### config.mk
export PLATFORM = sky130hd
export DESIGN_NAME = id_ex_stage_flat
export DESIGN_NICKNAME = d
export VERILOG_FILES = /design/src/rtl/riscv_pkg.sv /design/src/rtl/id_ex_stage_if.sv /design/src/rtl/id_ex_stage_load_use_detect.sv /design/src/rtl/id_ex_stage.sv /design/src/flat_wrapper.sv
export SDC_FILE = /design/constraint.sdc
export NUM_CORES = 1
export LEC_CHECK = 0
export ABC_AREA = 1
export CAP_MARGIN = 20
export CORE_AREA = 2 2 249 251
export DETAILED_ROUTE_END_ITERATION = 16
export DIE_AREA = 0 0 251 253
export PLACE_DENSITY_LB_ADDON = 0.05
export RECOVER_POWER = 25
export SKIP_LAST_GASP = 1
export SLEW_MARGIN = 5
export SYNTH_ARGS = -nofsm -noshare
export SYNTH_HDL_FRONTEND = slang
export SYNTH_SLANG_ARGS = --single-unit
### constraint.sdc
create_clock -name clk -period 3 [get_ports clk]
set_clock_uncertainty 0.1 [all_clocks]
set_input_delay 0.3 -clock clk [delete_from_list [all_inputs] [get_ports clk]]
set_output_delay 0.3 -clock clk [all_outputs]
set_load 0.1 [all_outputs]
### src/rtl/riscv_pkg.sv
// Shared RV64 core definitions: opcodes, ALUOp encodings, default widths and
// the decoded control bundle carried down the pipeline.
package riscv_pkg;

  localparam int DEF_XLEN   = 64;
  localparam int DEF_REG_AW = 5;

  localparam logic [6:0] OP_R   = 7'b0110011;
  localparam logic [6:0] OP_I   = 7'b0010011;
  localparam logic [6:0] OP_LD  = 7'b0000011;
  localparam logic [6:0] OP_SD  = 7'b0100011;
  localparam logic [6:0] OP_BEQ = 7'b1100011;

  localparam logic [1:0] ALUOP_ADD    = 2'b00;
  localparam logic [1:0] ALUOP_BRANCH = 2'b01;
  localparam logic [1:0] ALUOP_FUNCT  = 2'b10;

  typedef struct packed {
    logic       reg_write;
    logic       mem_read;
    logic       mem_write;
    logic       mem_to_reg;
    logic       alu_src;
    logic       branch;
    logic [1:0] alu_op;
  } ctrl_t;

  localparam ctrl_t CTRL_NOP = '0;

  typedef enum logic [1:0] {
    ACT_ADVANCE = 2'd0,
    ACT_HOLD    = 2'd1,
    ACT_FLUSH   = 2'd2,
    ACT_BUBBLE  = 2'd3
  } stage_act_e;

  function automatic logic [31:0] sat_inc(input logic [31:0] v);
    return (v == 32'hFFFF_FFFF) ? v : v + 32'd1;
  endfunction

endpackage

### src/rtl/id_ex_stage_if.sv
// ID->EX boundary bundle: decoded fields in, registered EX fields and the
// fetch stall request out.
interface id_ex_stage_if #(
  parameter int XLEN   = 64,
  parameter int REG_AW = 5
);
  logic              id_valid_i;
  logic              id_RegWrite_i, id_MemRead_i, id_MemWrite_i;
  logic              id_MemtoReg_i, id_ALUSrc_i, id_Branch_i;
  logic [1:0]        id_ALUOp_i;
  logic [XLEN-1:0]   id_pc_i, id_rs1_data_i, id_rs2_data_i, id_imm_i;
  logic [REG_AW-1:0] id_rs1_i, id_rs2_i, id_rd_i;
  logic [2:0]        id_funct3_i;
  logic              id_funct7b5_i;
  logic              flush_i;
  logic              hold_i;

  logic              ex_valid_o;
  logic              ex_RegWrite_o, ex_MemRead_o, ex_MemWrite_o;
  logic              ex_MemtoReg_o, ex_ALUSrc_o, ex_Branch_o;
  logic [1:0]        ex_ALUOp_o;
  logic [XLEN-1:0]   ex_pc_o, ex_rs1_data_o, ex_rs2_data_o, ex_imm_o;
  logic [REG_AW-1:0] ex_rs1_o, ex_rs2_o, ex_rd_o;
  logic [2:0]        ex_funct3_o;
  logic              ex_funct7b5_o;
  logic              stall_o;

  modport master (
    output id_valid_i, id_RegWrite_i, id_MemRead_i, id_MemWrite_i,
           id_MemtoReg_i, id_ALUSrc_i, id_Branch_i, id_ALUOp_i,
           id_pc_i, id_rs1_data_i, id_rs2_data_i, id_imm_i,
           id_rs1_i, id_rs2_i, id_rd_i, id_funct3_i, id_funct7b5_i,
           flush_i, hold_i,
    input  ex_valid_o, ex_RegWrite_o, ex_MemRead_o, ex_MemWrite_o,
           ex_MemtoReg_o, ex_ALUSrc_o, ex_Branch_o, ex_ALUOp_o,
           ex_pc_o, ex_rs1_data_o, ex_rs2_data_o, ex_imm_o,
           ex_rs1_o, ex_rs2_o, ex_rd_o, ex_funct3_o, ex_funct7b5_o,
           stall_o
  );

  modport slave (
    input  id_valid_i, id_RegWrite_i, id_MemRead_i, id_MemWrite_i,
           id_MemtoReg_i, id_ALUSrc_i, id_Branch_i, id_ALUOp_i,
           id_pc_i, id_rs1_data_i, id_rs2_data_i, id_imm_i,
           id_rs1_i, id_rs2_i, id_rd_i, id_funct3_i, id_funct7b5_i,
           flush_i, hold_i,
    output ex_valid_o, ex_RegWrite_o, ex_MemRead_o, ex_MemWrite_o,
           ex_MemtoReg_o, ex_ALUSrc_o, ex_Branch_o, ex_ALUOp_o,
           ex_pc_o, ex_rs1_data_o, ex_rs2_data_o, ex_imm_o,
           ex_rs1_o, ex_rs2_o, ex_rd_o, ex_funct3_o, ex_funct7b5_o,
           stall_o
  );
endinterface

### src/rtl/id_ex_stage_load_use_detect.sv
// Combinational load-use check: does the ID instruction read the register a
// valid load in EX is about to produce?
module load_use_detect
  import riscv_pkg::*;
#(
  parameter int REG_AW = DEF_REG_AW
) (
  input  logic              id_valid,
  input  logic              id_reg_write,
  input  logic              id_mem_write,
  input  logic              id_alu_src,
  input  logic              id_branch,
  input  logic [REG_AW-1:0] id_rs1,
  input  logic [REG_AW-1:0] id_rs2,
  input  logic              ex_valid,
  input  logic              ex_mem_read,
  input  logic [REG_AW-1:0] ex_rd,
  output logic              load_use
);
  logic uses_rs1, uses_rs2, ex_is_load;

  assign uses_rs1   = id_reg_write | id_mem_write | id_branch;
  assign uses_rs2   = (~id_alu_src & (id_reg_write | id_branch)) | id_mem_write;
  // x0 is hardwired zero, so a load targeting it never produces a dependency
  assign ex_is_load = ex_valid & ex_mem_read & (ex_rd != '0);
  assign load_use   = ex_is_load & id_valid &
                      ((uses_rs1 & (id_rs1 == ex_rd)) | (uses_rs2 & (id_rs2 == ex_rd)));
endmodule

### src/rtl/id_ex_stage.sv
// ID->EX pipeline register with load-use bubble insertion, redirect flush and
// downstream hold. Optional hazard counters under HAZARD_PERF_EN.
module id_ex_stage
  import riscv_pkg::*;
#(
  parameter int XLEN   = DEF_XLEN,
  parameter int REG_AW = DEF_REG_AW
) (
  input  logic        clk,
  input  logic        rst_n,
  id_ex_stage_if.slave bus,
  output logic [31:0] stall_cnt_o,
  output logic [31:0] flush_cnt_o
);
  ctrl_t             id_ctrl, ex_ctrl, ctrl_d, ctrl_q;
  logic              valid_d, valid_q;
  logic [XLEN-1:0]   pc_d, pc_q, rs1_data_d, rs1_data_q, rs2_data_d, rs2_data_q, imm_d, imm_q;
  logic [REG_AW-1:0] rs1_d, rs1_q, rs2_d, rs2_q, rd_d, rd_q;
  logic [2:0]        funct3_d, funct3_q;
  logic              funct7b5_d, funct7b5_q;
  logic              load_use;
  stage_act_e        act;

  assign id_ctrl = {bus.id_RegWrite_i, bus.id_MemRead_i, bus.id_MemWrite_i,
                    bus.id_MemtoReg_i, bus.id_ALUSrc_i, bus.id_Branch_i, bus.id_ALUOp_i};

  // Controls are stored raw and gated by valid, so a non-valid slot is inert
  assign ex_ctrl = valid_q ? ctrl_q : CTRL_NOP;

  load_use_detect #(.REG_AW(REG_AW)) u_lud (
    .id_valid     (bus.id_valid_i),
    .id_reg_write (bus.id_RegWrite_i),
    .id_mem_write (bus.id_MemWrite_i),
    .id_alu_src   (bus.id_ALUSrc_i),
    .id_branch    (bus.id_Branch_i),
    .id_rs1       (bus.id_rs1_i),
    .id_rs2       (bus.id_rs2_i),
    .ex_valid     (valid_q),
    .ex_mem_read  (ex_ctrl.mem_read),
    .ex_rd        (rd_q),
    .load_use     (load_use)
  );

  always_comb begin
    act = ACT_ADVANCE;
    if (bus.hold_i)      act = ACT_HOLD;
    else if (bus.flush_i) act = ACT_FLUSH;
    else if (load_use)   act = ACT_BUBBLE;
  end

  // Flush wins over bubble: fetch must follow the redirect, not re-present ID
  assign bus.stall_o = rst_n & ((act == ACT_HOLD) | (act == ACT_BUBBLE));

  always_comb begin
    valid_d    = valid_q;
    ctrl_d     = ctrl_q;
    pc_d       = pc_q;
    rs1_data_d = rs1_data_q;
    rs2_data_d = rs2_data_q;
    imm_d      = imm_q;
    rs1_d      = rs1_q;
    rs2_d      = rs2_q;
    rd_d       = rd_q;
    funct3_d   = funct3_q;
    funct7b5_d = funct7b5_q;
    case (act)
      ACT_FLUSH, ACT_BUBBLE: begin
        valid_d = 1'b0;
        ctrl_d  = CTRL_NOP;
      end
      ACT_ADVANCE: begin
        valid_d    = bus.id_valid_i;
        ctrl_d     = id_ctrl;
        pc_d       = bus.id_pc_i;
        rs1_data_d = bus.id_rs1_data_i;
        rs2_data_d = bus.id_rs2_data_i;
        imm_d      = bus.id_imm_i;
        rs1_d      = bus.id_rs1_i;
        rs2_d      = bus.id_rs2_i;
        rd_d       = bus.id_rd_i;
        funct3_d   = bus.id_funct3_i;
        funct7b5_d = bus.id_funct7b5_i;
      end
      default: ;
    endcase
  end

  always_ff @(posedge clk or negedge rst_n) begin
    if (!rst_n) begin
      valid_q    <= 1'b0;
      ctrl_q     <= CTRL_NOP;
      pc_q       <= '0;
      rs1_data_q <= '0;
      rs2_data_q <= '0;
      imm_q      <= '0;
      rs1_q      <= '0;
      rs2_q      <= '0;
      rd_q       <= '0;
      funct3_q   <= '0;
      funct7b5_q <= 1'b0;
    end else begin
      valid_q    <= valid_d;
      ctrl_q     <= ctrl_d;
      pc_q       <= pc_d;
      rs1_data_q <= rs1_data_d;
      rs2_data_q <= rs2_data_d;
      imm_q      <= imm_d;
      rs1_q      <= rs1_d;
      rs2_q      <= rs2_d;
      rd_q       <= rd_d;
      funct3_q   <= funct3_d;
      funct7b5_q <= funct7b5_d;
    end
  end

  assign bus.ex_valid_o    = valid_q;
  assign bus.ex_RegWrite_o = ex_ctrl.reg_write;
  assign bus.ex_MemRead_o  = ex_ctrl.mem_read;
  assign bus.ex_MemWrite_o = ex_ctrl.mem_write;
  assign bus.ex_MemtoReg_o = ex_ctrl.mem_to_reg;
  assign bus.ex_ALUSrc_o   = ex_ctrl.alu_src;
  assign bus.ex_Branch_o   = ex_ctrl.branch;
  assign bus.ex_ALUOp_o    = ex_ctrl.alu_op;
  assign bus.ex_pc_o       = pc_q;
  assign bus.ex_rs1_data_o = rs1_data_q;
  assign bus.ex_rs2_data_o = rs2_data_q;
  assign bus.ex_imm_o      = imm_q;
  assign bus.ex_rs1_o      = rs1_q;
  assign bus.ex_rs2_o      = rs2_q;
  assign bus.ex_rd_o       = rd_q;
  assign bus.ex_funct3_o   = funct3_q;
  assign bus.ex_funct7b5_o = funct7b5_q;

`ifdef HAZARD_PERF_EN
  logic [31:0] stall_cnt_d, stall_cnt_q, flush_cnt_d, flush_cnt_q;

  always_comb begin
    stall_cnt_d = stall_cnt_q;
    flush_cnt_d = flush_cnt_q;
    if (act == ACT_BUBBLE) stall_cnt_d = sat_inc(stall_cnt_q);
    if (act == ACT_FLUSH)  flush_cnt_d = sat_inc(flush_cnt_q);
  end

  always_ff @(posedge clk or negedge rst_n) begin
    if (!rst_n) begin
      stall_cnt_q <= '0;
      flush_cnt_q <= '0;
    end else begin
      stall_cnt_q <= stall_cnt_d;
      flush_cnt_q <= flush_cnt_d;
    end
  end

  assign stall_cnt_o = stall_cnt_q;
  assign flush_cnt_o = flush_cnt_q;
`else
  assign stall_cnt_o = '0;
  assign flush_cnt_o = '0;
`endif

endmodule

### src/flat_wrapper.sv
// flat-port wrapper written by rule: the top's interface ports become plain ports
module id_ex_stage_flat import riscv_pkg::*;
#(
  parameter int XLEN   = DEF_XLEN,
  parameter int REG_AW = DEF_REG_AW
)
  (clk, rst_n, stall_cnt_o, flush_cnt_o, bus_id_valid_i, bus_id_RegWrite_i, bus_id_MemRead_i, bus_id_MemWrite_i, bus_id_MemtoReg_i, bus_id_ALUSrc_i, bus_id_Branch_i, bus_id_ALUOp_i, bus_id_pc_i, bus_id_rs1_data_i, bus_id_rs2_data_i, bus_id_imm_i, bus_id_rs1_i, bus_id_rs2_i, bus_id_rd_i, bus_id_funct3_i, bus_id_funct7b5_i, bus_flush_i, bus_hold_i, bus_ex_valid_o, bus_ex_RegWrite_o, bus_ex_MemRead_o, bus_ex_MemWrite_o, bus_ex_MemtoReg_o, bus_ex_ALUSrc_o, bus_ex_Branch_o, bus_ex_ALUOp_o, bus_ex_pc_o, bus_ex_rs1_data_o, bus_ex_rs2_data_o, bus_ex_imm_o, bus_ex_rs1_o, bus_ex_rs2_o, bus_ex_rd_o, bus_ex_funct3_o, bus_ex_funct7b5_o, bus_stall_o);
  id_ex_stage_if #(.XLEN(XLEN), .REG_AW(REG_AW)) bus_i ();
  input  logic clk;
  input  logic rst_n;
  output logic [31:0] stall_cnt_o;
  output logic [31:0] flush_cnt_o;
  input wire logic [$bits(bus_i.id_valid_i)-1:0] bus_id_valid_i;
  input wire logic [$bits(bus_i.id_RegWrite_i)-1:0] bus_id_RegWrite_i;
  input wire logic [$bits(bus_i.id_MemRead_i)-1:0] bus_id_MemRead_i;
  input wire logic [$bits(bus_i.id_MemWrite_i)-1:0] bus_id_MemWrite_i;
  input wire logic [$bits(bus_i.id_MemtoReg_i)-1:0] bus_id_MemtoReg_i;
  input wire logic [$bits(bus_i.id_ALUSrc_i)-1:0] bus_id_ALUSrc_i;
  input wire logic [$bits(bus_i.id_Branch_i)-1:0] bus_id_Branch_i;
  input wire logic [$bits(bus_i.id_ALUOp_i)-1:0] bus_id_ALUOp_i;
  input wire logic [$bits(bus_i.id_pc_i)-1:0] bus_id_pc_i;
  input wire logic [$bits(bus_i.id_rs1_data_i)-1:0] bus_id_rs1_data_i;
  input wire logic [$bits(bus_i.id_rs2_data_i)-1:0] bus_id_rs2_data_i;
  input wire logic [$bits(bus_i.id_imm_i)-1:0] bus_id_imm_i;
  input wire logic [$bits(bus_i.id_rs1_i)-1:0] bus_id_rs1_i;
  input wire logic [$bits(bus_i.id_rs2_i)-1:0] bus_id_rs2_i;
  input wire logic [$bits(bus_i.id_rd_i)-1:0] bus_id_rd_i;
  input wire logic [$bits(bus_i.id_funct3_i)-1:0] bus_id_funct3_i;
  input wire logic [$bits(bus_i.id_funct7b5_i)-1:0] bus_id_funct7b5_i;
  input wire logic [$bits(bus_i.flush_i)-1:0] bus_flush_i;
  input wire logic [$bits(bus_i.hold_i)-1:0] bus_hold_i;
  output wire logic [$bits(bus_i.ex_valid_o)-1:0] bus_ex_valid_o;
  output wire logic [$bits(bus_i.ex_RegWrite_o)-1:0] bus_ex_RegWrite_o;
  output wire logic [$bits(bus_i.ex_MemRead_o)-1:0] bus_ex_MemRead_o;
  output wire logic [$bits(bus_i.ex_MemWrite_o)-1:0] bus_ex_MemWrite_o;
  output wire logic [$bits(bus_i.ex_MemtoReg_o)-1:0] bus_ex_MemtoReg_o;
  output wire logic [$bits(bus_i.ex_ALUSrc_o)-1:0] bus_ex_ALUSrc_o;
  output wire logic [$bits(bus_i.ex_Branch_o)-1:0] bus_ex_Branch_o;
  output wire logic [$bits(bus_i.ex_ALUOp_o)-1:0] bus_ex_ALUOp_o;
  output wire logic [$bits(bus_i.ex_pc_o)-1:0] bus_ex_pc_o;
  output wire logic [$bits(bus_i.ex_rs1_data_o)-1:0] bus_ex_rs1_data_o;
  output wire logic [$bits(bus_i.ex_rs2_data_o)-1:0] bus_ex_rs2_data_o;
  output wire logic [$bits(bus_i.ex_imm_o)-1:0] bus_ex_imm_o;
  output wire logic [$bits(bus_i.ex_rs1_o)-1:0] bus_ex_rs1_o;
  output wire logic [$bits(bus_i.ex_rs2_o)-1:0] bus_ex_rs2_o;
  output wire logic [$bits(bus_i.ex_rd_o)-1:0] bus_ex_rd_o;
  output wire logic [$bits(bus_i.ex_funct3_o)-1:0] bus_ex_funct3_o;
  output wire logic [$bits(bus_i.ex_funct7b5_o)-1:0] bus_ex_funct7b5_o;
  output wire logic [$bits(bus_i.stall_o)-1:0] bus_stall_o;
  assign bus_i.id_valid_i = bus_id_valid_i;
  assign bus_i.id_RegWrite_i = bus_id_RegWrite_i;
  assign bus_i.id_MemRead_i = bus_id_MemRead_i;
  assign bus_i.id_MemWrite_i = bus_id_MemWrite_i;
  assign bus_i.id_MemtoReg_i = bus_id_MemtoReg_i;
  assign bus_i.id_ALUSrc_i = bus_id_ALUSrc_i;
  assign bus_i.id_Branch_i = bus_id_Branch_i;
  assign bus_i.id_ALUOp_i = bus_id_ALUOp_i;
  assign bus_i.id_pc_i = bus_id_pc_i;
  assign bus_i.id_rs1_data_i = bus_id_rs1_data_i;
  assign bus_i.id_rs2_data_i = bus_id_rs2_data_i;
  assign bus_i.id_imm_i = bus_id_imm_i;
  assign bus_i.id_rs1_i = bus_id_rs1_i;
  assign bus_i.id_rs2_i = bus_id_rs2_i;
  assign bus_i.id_rd_i = bus_id_rd_i;
  assign bus_i.id_funct3_i = bus_id_funct3_i;
  assign bus_i.id_funct7b5_i = bus_id_funct7b5_i;
  assign bus_i.flush_i = bus_flush_i;
  assign bus_i.hold_i = bus_hold_i;
  assign bus_ex_valid_o = bus_i.ex_valid_o;
  assign bus_ex_RegWrite_o = bus_i.ex_RegWrite_o;
  assign bus_ex_MemRead_o = bus_i.ex_MemRead_o;
  assign bus_ex_MemWrite_o = bus_i.ex_MemWrite_o;
  assign bus_ex_MemtoReg_o = bus_i.ex_MemtoReg_o;
  assign bus_ex_ALUSrc_o = bus_i.ex_ALUSrc_o;
  assign bus_ex_Branch_o = bus_i.ex_Branch_o;
  assign bus_ex_ALUOp_o = bus_i.ex_ALUOp_o;
  assign bus_ex_pc_o = bus_i.ex_pc_o;
  assign bus_ex_rs1_data_o = bus_i.ex_rs1_data_o;
  assign bus_ex_rs2_data_o = bus_i.ex_rs2_data_o;
  assign bus_ex_imm_o = bus_i.ex_imm_o;
  assign bus_ex_rs1_o = bus_i.ex_rs1_o;
  assign bus_ex_rs2_o = bus_i.ex_rs2_o;
  assign bus_ex_rd_o = bus_i.ex_rd_o;
  assign bus_ex_funct3_o = bus_i.ex_funct3_o;
  assign bus_ex_funct7b5_o = bus_i.ex_funct7b5_o;
  assign bus_stall_o = bus_i.stall_o;
  id_ex_stage #(.XLEN(XLEN), .REG_AW(REG_AW)) u_core (.clk(clk), .rst_n(rst_n), .bus(bus_i), .stall_cnt_o(stall_cnt_o), .flush_cnt_o(flush_cnt_o));
endmodule
==> results.yml <==
timing:
  worst_slack_ns: 0.377
  post_route_minimum_period_ns: 2.62
  final-hold-violation-count: 0
  final_max_slew_viol_count: 106
  worst-slew-pin-transition_ns: 2.00
  setup_viol: 0
  grt_setup_unrepaired: "no"
  hold-worst-slack_ns: 0.0721
  setup_total_negative_slack_ns: 0
  fin_crit_sh_pct: 87.4
  timing.slew.headroom_pct: -33.6
  highest_clock_rate_ghz: 0.381
setup_path:
  cp_slowest_cell: "sky130_fd_sc_hd__dfrtp_1"
  cp.arrival_ns: 2.22
  max_stage_delay_on_crit_path_ns: 0.54
  startpoint_types: "flip-flop"
  required_ns: 2.60
  critPathMaxFanout: 6
  worstPathCellList: "inv_1, nand2_1, nand2_1, nor2_1, nand3_1, nand2_1, nand3_1, a21oi_4, buf_12"
  end_kind: "output port"
  crit_path_frequent_cell: "sky130_fd_sc_hd__nand2_1"
  timing_worst_setup_path_type: "reg -> out"
die:
  floorplan.initialDensity_pct: 19.7
  die-area_um2: 63500
  die_height_um: 253
  placeableCoreArea_um2: 61000
  num_rows: 91
  die_w_um: 251
  boundaryPins: 637
global_routing:
  grt.overflow.total: 0
  first_global_vias: 11300
  maximum_number_of_pins_on_one_net_before_global_route_repair: 130
  first_pass_grt_wire_length_um: 76200
  grt_use_met3_pct: 6.84
  grt_busiest_layer: "met2"
  gr-usage-all-layers_pct: 16.0
  globalRouteMet1Util_pct: 18.3
  global_routing_met2_resource_utilization_pct: 27.2
  grt_antenna_before_repair: 13
layout:
  layout_common_cells: "sky130_fd_sc_hd__nand2_1 (604), sky130_fd_sc_hd__buf_4 (291), sky130_fd_sc_hd__nand3_1 (287)"
  fill_cells: 6546
  area_of_combinational_cells_with_multiple_inputs_um2: 4070
  flow.area_growth_from_synthesis_pct: 55.8
  share_of_cells_above_drive_strength_1_pct: 18.7
  sequential_cell_area_um2: 7110
  final_common_cell: "sky130_fd_sc_hd__nand2_1"
  finalInstanceArea_um2: 18800
  nNetsFinal: 2203
  final_util_pct: 30.8
cts:
  clock_tree_from_tritoncts: "yes"
  clkSlewWorstSetupHoldPaths_ns: 0.05
  clock_latency_ns: 0.54
  cts_made_buffers: 39
  tritoncts_num_sinks: 284
  clock-root-buffer: "sky130_fd_sc_hd__clkbuf_16"
  clock_tree.buffer_depth: 3
  ctsResizeCount: 0
  post-cts-setup-buffer-count: 0
  cts_hold_buffers: 1
  h-tree-depth: 2
run_status:
  result_of_the_run: "complete, but fails checks"
  failing_checks: "max-capacitance violations, max-slew violations"
placed_design:
  place.detailed.hpwl_um: 36700
  post-place-ws_ns: 0.366
  io_buffer_count: 572
  placement.cell_area_um2: 17600
  gpl.final_weighted_congestion: 0.738
logic_synthesis:
  yosys-mux-area-fraction_pct: 0
  synth_adder_area_share_pct: 0
  dominant_combinational_cell_family_by_area_after_synthesis: "simple AND/OR/NAND/NOR gates"
  post-synth-top-area-cell: "sky130_fd_sc_hd__dfrtp_1"
  synth_top_cell_area_share_pct: 59.0
  yosysWarnings: 0
  syn_area_per_cell_um2: 8.76
  synth_top_cells_by_area: "sky130_fd_sc_hd__dfrtp_1 (59%), sky130_fd_sc_hd__nand2_1 (19%), sky130_fd_sc_hd__nand3_1 (12%), sky130_fd_sc_hd__buf_4 (4.5%), sky130_fd_sc_hd__buf_6 (2.0%)"
  yosys.area_share.simple_pct: 31.2
  postSynthRegisterBits: 284
  synth_cell_type_count: 21
  syn_inst: 1375
  synth_xor_xnor_area_share_pct: 0
  synth.yosys.seq_area_share_pct: 59.0
  summed_instance_area_of_the_synthesized_netlist_um2: 12100
  synth_area_in_compound_gates_pct: 0.187
routing:
  drt.antenna.violating_nets: 0
  wirelength_um: 52000
  detail_route.iter0.violations: 530
  post_drt_wl_per_cell_um: 19.0
  drc: 0
  dr_total_vias: 11000
  detail_route.first_pass.iterations: 4
  vias_per_cell: 4.01
power:
  peakVddDrop_mv: 0.309
  p_per_area_nw_per_um2: 798
  power.leakage_nw: 9.70
min_path:
  timing.hold.worst.class: "in -> async"
run:
  drv.max_cap_violation_count: 2
[cells by family after synthesis]
kind of cell,after synthesis
AO/OA/AOI/OAI,4
buffers and inverters,183
flip-flops,284
other,1
AND/OR/NAND/NOR,903
[per-stage QoR]
stage / std cells / power [mW]
2_1_floorplan: 1438 / 9.07
3_3_place_gp: 2663 / 10.7
3_5_place_dp: 2663 / 10.7
4_1_cts: 2726 / 15.3
5_1_grt: 2731 / 15.6
6_report: 2733 / 15.0
[report_power, final]
group          internal [mW]  switching, mW  leakage [nW]
clock                   2.66           1.78         0.578
combinational           1.18           4.78          5.60
sequential              4.31          0.280          3.52
[final timing paths]
kind | to | slack [ns] | depth (start not counted) | start
min | u_core.bus.ex_rs1_data_o[29]$_DFFE_PN0N_ | 0.07 | 2 | rst_n
min in group clk | u_core.ctrl_q[4]$_DFFE_PN0P_ | 0.21 | 3 | bus_id_MemtoReg_i
max in group asynchronous | u_core.bus.ex_pc_o[15]$_DFFE_PN0N_ | 0.54 | 3 | rst_n
max reg2reg | u_core.bus.ex_rs1_data_o[59]$_DFFE_PN0N_ | 0.71 | 11 | u_core.bus.ex_rd_o[4]$_DFFE_PN0N_
max | bus_stall_o | 0.38 | 9 | u_core.bus.ex_rd_o[4]$_DFFE_PN0N_
min reg2reg | u_core.bus.ex_rs2_data_o[46]$_DFFE_PN0N_ | 0.37 | 2 | u_core.bus.ex_rs2_data_o[46]$_DFFE_PN0N_
[cell usage after synthesis, drive strengths merged]
cell type	count
o21a	1
nand4	1
dfrtp	284
o21ai	2
nor3	1
nand3	287
inv	25
clkbuf	30
buf	128
a21oi	1
conb	1
nand2	606
nor2	8
[state kept, by name, summed over array words and instances, names as in the netlist]
register	flops
u_core.bus.ex_imm_o	64
u_core.bus.ex_rd_o	5
u_core.ctrl_q	8
u_core.bus.ex_funct3_o	3
u_core.bus.ex_rs2_data_o	64
u_core.bus.ex_pc_o	64
u_core.bus.ex_rs2_o	5
u_core.bus.ex_rs1_data_o	64
u_core.bus.ex_valid_o	1
u_core.bus.ex_rs1_o	5
u_core.bus.ex_funct7b5_o	1
[layer usage]
metal	share of wire, %	up-vias	wire length, um
met5	0.21	-	110
met4	1.8	16	911
met3	9.2	72	4780
met2	50	344	26100
met1	39	5219	20100
li1	-	5317	-
[critical path: cells and delay by family, from the launching register on]
| family | cells | cell delay [ns] |
|---|---|---|
| flip-flops | 1 | 0.54 |
| AO/OA/AOI/OAI | 1 | 0.18 |
| buffers and inverters | 2 | 0.29 |
| AND/OR/NAND/NOR | 6 | 0.66 |
[layout make-up]
class | count | share of cell area, %
diodes | 7 | 0.0933
clock buffers | 57 | 6.00
clock inverters | 5 | 0.286
inverters | 25 | 0.500
multi-input cells | 971 | 21.7
flip-flops and latches | 284 | 37.8
well taps | 790 | 5.26
repair buffers | 594 | 28.4
Power figures use the tool's default switching activity.
